[config.mk]
export PLATFORM = sky130hd
export DESIGN_NAME = mul_cpa_pipe
export DESIGN_NICKNAME = d
export VERILOG_FILES = /design/src/rtl/mul_pkg.sv /design/src/rtl/cpa_slice.sv /design/src/rtl/mul_cpa_pipe.sv
export SDC_FILE = /design/constraint.sdc
export NUM_CORES = 1
export LEC_CHECK = 0
export BUFFER_PORTS_ARGS = -buffer_cell sky130_fd_sc_hd__buf_2
export CORE_ASPECT_RATIO = 0.8
export CORE_MARGIN = 2
export CORE_UTILIZATION = 59
export CTS_CLUSTER_SIZE = 8
export DETAILED_ROUTE_END_ITERATION = 10
export MAX_ROUTING_LAYER = met4
export PLACE_DENSITY_LB_ADDON = 0.1
export SLEW_MARGIN = 5
export SYNTH_ARGS = -nofsm -noshare
export SYNTH_HDL_FRONTEND = slang
export SYNTH_SLANG_ARGS = --single-unit
[constraint.sdc]
create_clock -name clk -period 10.8 [get_ports clk]
set_clock_uncertainty 0.05 [all_clocks]
set_input_delay 0.54 -clock clk [delete_from_list [all_inputs] [get_ports clk]]
set_output_delay 0.54 -clock clk [all_outputs]
set_load 0.005 [all_outputs]
[src/rtl/mul_pkg.sv]
// Constants shared by the Wallace-tree multiplier and its carry-propagate stage.
package mul_pkg;

   localparam int unsigned MUL_W           = 64;
   localparam int unsigned MUL_CPA_SLICE_W = 16;
   localparam int unsigned MUL_CPA_NSTG    = MUL_W / MUL_CPA_SLICE_W;

   // Carry-save pair as handed from the tree to the final adder.
   typedef struct packed {
      logic [MUL_W-1:0] sum;
      logic [MUL_W-1:0] carry;
   } mul_cs_t;

endpackage

[src/rtl/cpa_slice.sv]
// One slice of the final adder: a SLICE_W-bit ripple add with carry in and out.
module cpa_slice
   import mul_pkg::*;
#(
   parameter int unsigned SLICE_W = MUL_CPA_SLICE_W
) (
   input  logic [SLICE_W-1:0] a,
   input  logic [SLICE_W-1:0] b,
   input  logic               cin,
   output logic [SLICE_W-1:0] s,
   output logic               cout
);

   assign {cout, s} = (SLICE_W+1)'(a) + (SLICE_W+1)'(b) + (SLICE_W+1)'(cin);

endmodule

[src/rtl/mul_cpa_pipe.sv]
// Staircase-pipelined carry-propagate adder turning the tree's carry-save pair into the product.
// Define MUL_CPA_COUT_EN to expose the top-slice carry on out_cout.
module mul_cpa_pipe
   import mul_pkg::*;
#(
   parameter int unsigned WIDTH   = MUL_W,
   parameter int unsigned SLICE_W = MUL_CPA_SLICE_W
) (
   input  logic             clk,
   input  logic             rst,
   input  logic             in_valid,
   output logic             in_ready,
   input  logic [WIDTH-1:0] in_sum,
   input  logic [WIDTH-1:0] in_carry,
   output logic             out_valid,
   input  logic             out_ready,
   output logic [WIDTH-1:0] out_prod
`ifdef MUL_CPA_COUT_EN
   ,
   output logic             out_cout
`endif
);

   localparam int unsigned NSTG = WIDTH / SLICE_W;

   logic                 adv;
   logic [NSTG-1:0]      st_v;
   logic [NSTG-1:0]      st_cin;
   logic [WIDTH-1:0]     st_sum [NSTG];
   logic [WIDTH-1:0]     st_car [NSTG];
   logic [SLICE_W-1:0]   add_s  [NSTG];
   logic [NSTG-1:0]      add_co;

   // Whole pipe moves in lockstep; it only stalls when a finished result is waiting.
   assign adv      = !out_valid || out_ready;
   assign in_ready = adv;

   // Stage k resolves slice k of the pair it holds, using the carry left by stage k-1.
   for (genvar k = 0; k < NSTG; k++) begin : g_stg
      cpa_slice #(
         .SLICE_W (SLICE_W)
      ) u_slice (
         .a    (st_sum[k][k*SLICE_W +: SLICE_W]),
         .b    (st_car[k][k*SLICE_W +: SLICE_W]),
         .cin  (st_cin[k]),
         .s    (add_s[k]),
         .cout (add_co[k])
      );
   end

`ifndef MUL_CPA_COUT_EN
   // Carry out of the top slice is dropped when the cout port is not built.
   logic unused_top_cout;
   assign unused_top_cout = add_co[NSTG-1];
`endif

   // st_sum keeps finished bits below the active slice and raw sum bits above it.
   always_ff @(posedge clk) begin
      if (rst) begin
         st_v      <= '0;
         st_cin    <= '0;
         out_valid <= 1'b0;
         out_prod  <= '0;
`ifdef MUL_CPA_COUT_EN
         out_cout  <= 1'b0;
`endif
         for (int k = 0; k < NSTG; k++) begin
            st_sum[k] <= '0;
            st_car[k] <= '0;
         end
      end else if (adv) begin
         st_v      <= {st_v[NSTG-2:0], in_valid};
         st_cin    <= {add_co[NSTG-2:0], 1'b0};
         st_sum[0] <= in_sum;
         st_car[0] <= in_carry;
         for (int k = 1; k < NSTG; k++) begin
            st_sum[k]                             <= st_sum[k-1];
            st_sum[k][(k-1)*SLICE_W +: SLICE_W]   <= add_s[k-1];
            st_car[k]                             <= st_car[k-1];
         end
         out_valid                                  <= st_v[NSTG-1];
         out_prod                                   <= st_sum[NSTG-1];
         out_prod[(NSTG-1)*SLICE_W +: SLICE_W]      <= add_s[NSTG-1];
`ifdef MUL_CPA_COUT_EN
         out_cout                                   <= add_co[NSTG-1];
`endif
      end
   end

endmodule

==> metrics.md <==
| Metric | Value |
|---|---|
| Final Cycle Share | between 30% and 40% |
| Post-CTS setup buffer count | 0 |
| Cts repair resizes | 0 |
| Final Setup Violations | 0 |
| XOR/XNOR Fraction of Synth Area | approximately 1.5% |
| Final wirelength | ~34 mm |
| PortBufs | 197 |
| Die footprint | ~36,000 µm² |
| DP Wirelength | around 21 mm |
| Mux share of post-synthesis cell area | 0.340% |
| Total track usage | roughly a fifth |
| Initial core utilization | 59.5% |
| Inserted Clock Buffers | 70 |
| Util after Layout | slightly below 70% |
| Setup TNS | 0 ps |
| Layout cell share with drive strength beyond 1 | 16.5% |
| Worst-Skew Late Latency | 560 ps |
| # rows | around 60 |
| Most frequent cells after synthesis | edfxtp_1, and2_1, nand2_1, a21oi_1, dfxtp_1 |
| Vias in the first global route | approximately 11,000 |
| CTS tree | built |
| Hold Path Class | input port to flop |
| Max Clk Rate | between 0.2 and 0.3 GHz |
| Initial antenna violation count | 0 |
| Cell area after synthesis | roughly 21,000 µm² |
| Worst-Margin Slew | between 1000 and 1500 ps |
| Routed WL per cell | 14.9 µm |
| H-tree levels | 3 |
| Post-synth top area share | roughly three fifths |
| PwrDens | around 180 nW/µm² |
| Avg Vias per Cell | about 5 |
| Core area | 34,600 µm² |
| Fin cells | ~2,300 |
| Remaining Overflow, GRT | 0 |
| Cell depth of the worst hold path | 2 |
| Hold-critical path endpoint | out_prod[38]$_SDFFE_PP0P_ |
| Worst rel slew slack | 21.2% |
| Placed Area | around 22,000 µm² |
| CP required | between 10,000 and 15,000 ps |
| Hold_sp | rst |
| Root Buffer | clkbuf_16 |
| Worst Setup Path Type | flop to flop |
| P_leak | just over 0.01 µW |
| Fin. Hold Viols | 0 |
| Clk slew on worst S/H paths | about 50 ps |
| Post-synthesis sequential area ratio | 67.7% |
| Synth Flop Type | edfxtp_1 |
| CTS sink cnt | 488 |
| Status | completed |
| Synth Area in Compound Gates | under 10% |
| Inst Count DP | between 2,000 and 2,500 |
| ANT nets after route | 0 |
| Worst vdd ir | approximately 0.11 mV |
| CP endpoint kind | flop |
| First-pass GRT wire length | 55.0 mm |
| Die W | 213 µm |
| Total power | between 4000 and 5000 µW |
| DR vias | about 12,000 |
| Worst r2r src | out_valid$_SDFFE_PP0P_ |
| RSZ-0062 raised after global routing | false |
| Register bit count reported by yosys | about 490 |
| Post-layout instance area | roughly 24,000 µm² |
| # hold bufs at CTS | 0 |
| Initial DRC count | approximately 790 |
| Synth top area cells | edfxtp_1, and2_1, dfxtp_1 |
| Area grow syn2layout | 16.3% |
| Initial DRT Pass Iterations | 8 |
| Max_cap viols | 0 |
| Worst EP arrival | between 4000 and 5000 ps |
| Largest net degree at the start of global routing | 205 |
| Unique masters post-synth | 67 |
| Mapped Avg Cell Area | about 13 µm² |
| Setup crit start kind | flop |
| DR DRC count | 0 |
| Top cell type by total area after synthesis | edfxtp_1 |
| Number of synthesized flops with an enable pin | between 400 and 500 |
| R2R cell count | 7 |
| Slew Limit Fails | 0 |
| Syn nets | between 1,500 and 2,000 |
| Die Height | between 150 and 200 µm |
| R2R setup slack | 6830 ps |
| Worst R2R End | st_sum[0][6]$_SDFFCE_PN0P_ |
| Post-Synth Simple-Gate Area | between 15 and 20% |
| GPL Wtd Cong | between 0.8 and 0.9 |
| I/O pins | around 200 |
| YS warnings | 0 |
| Top-count cell post-synth | edfxtp_1 |
| FFs w/ async S/R, synth | 0% |
| Critical path peak fanout | between 100 and 150 |
| Bufs on Longest Clock Path | 3 |
| NumNets Final | about 2,000 |
| Antenna diodes | 0 |
| Synth Instances | ~1,600 |
| Tmin final | around 4000 ps |
| Post-Synth Adder-Cell Area | 4.33% |
| Main combinational cell family by area after synthesis | simple AND/OR/NAND/NOR gates |
-- cell type report --
cell class,instances,area (µm²)
Clock buffer,108,1940
Clock inverter,4,42.5
Fill cell,2444,10600
Inverter,16,67.6
Multi-Input combinational cell,1002,6300
Sequential cell,488,13900
Tap cell,472,591
Timing Repair Buffer,206,1070
-- state kept, by name, summed over array words and instances (netlist names) --
register / count
st_cin: 3
st_sum: 256
st_v: 4
out_valid: 1
out_prod: 64
st_car: 160
-- worst max-delay path by stage --
stage,end,startpoint,slack (ps)
6_report,st_sum[0][6]$_SDFFCE_PN0P_,out_valid$_SDFFE_PP0P_,6830
5_1_grt,st_sum[1][61]$_SDFFCE_PN0P_,out_valid$_SDFFE_PP0P_,6480
4_1_cts,st_sum[2][18]$_SDFFCE_PN0P_,out_valid$_SDFFE_PP0P_,6760
3_5_place_dp,st_sum[1][0]$_SDFFCE_PN0P_,out_ready,6480
3_3_place_gp,st_car[0][2]$_SDFFCE_PN0P_,out_ready,6550
2_1_floorplan,st_car[0][0]$_SDFFCE_PN0P_,rst,810
-- through the flow --
stage | hold WS [ps] | worst slack, ps
2_1_floorplan | 382 | 805
3_5_place_dp | 393 | 6480
6_report | 195 | 6830
5_1_grt | 175 | 6480
3_3_place_gp | 384 | 6550
4_1_cts | 165 | 6760
-- metal layers --
metal	GRT usage, %	routed length, µm
met1	25.9	15600
met2	30.0	16000
met5	-	0
met4	9.09	1260
met3	3.52	1310
-- placed cells by master, fill, tap and decap left out, types with 3 or more instances in the layout --
| master | synthesis | routed |
|---|---|---|
| edfxtp_1 | 416 | 416 |
| and2_1 | 374 | 374 |
| buf_2 | 12 | 196 |
| nand2_1 | 154 | 154 |
| a21oi_1 | 102 | 102 |
| clkbuf_16 | 0 | 72 |
| dfxtp_1 | 72 | 72 |
| nor2_1 | 68 | 68 |
| ha_1 | 60 | 60 |
| clkbuf_1 | 59 | 36 |
| o21ai_0 | 33 | 33 |
| xnor2_1 | 20 | 20 |
| nor3_1 | 18 | 18 |
| xor2_1 | 16 | 16 |
| a21o_1 | 15 | 15 |
| inv_1 | 16 | 14 |
| nand3_1 | 14 | 14 |
| a211oi_1 | 11 | 11 |
| buf_4 | 0 | 9 |
| nand2b_1 | 9 | 8 |
| or3_1 | 8 | 8 |
| mux2i_1 | 7 | 7 |
| fa_1 | 7 | 7 |
| o21a_1 | 6 | 6 |
| a31oi_1 | 6 | 6 |
| o21bai_1 | 5 | 5 |
| nand4_1 | 5 | 5 |
| and3_1 | 4 | 4 |
| o211ai_1 | 4 | 4 |
| nand3b_1 | 4 | 4 |
| o2bb2ai_1 | 3 | 3 |
| o31ai_1 | 3 | 3 |
| inv_6 | 0 | 3 |
-- logic make-up (layout without fill, tap and decap cells) --
kind of cell | after synthesis | count (layout)
XOR/XNOR | 36 | 36
adder cells (fa/ha/maj) | 67 | 67
AND/OR/NAND/NOR | 673 | 673
multiplexers | 7 | 7
buffers and inverters | 93 | 334
flip-flops | 488 | 488
AO/OA/AOI/OAI | 219 | 219
-- report_power, final --
part / switching (µW) / internal, µW
registers: 24.2 / 2130
clock network: 731 / 1220
logic: 102 / 89.4
total: 858 / 3440
-- worst max-delay path: stages, from the launching register on --
cell,delay (ps)
dfxtp_1,300
nor2b_4,110
buf_4,350
inv_2,110
buf_4,590
nor2_1,310
inv_8,620
buf_4,890
No activity file was read; power rests on OpenSTA's default activity.
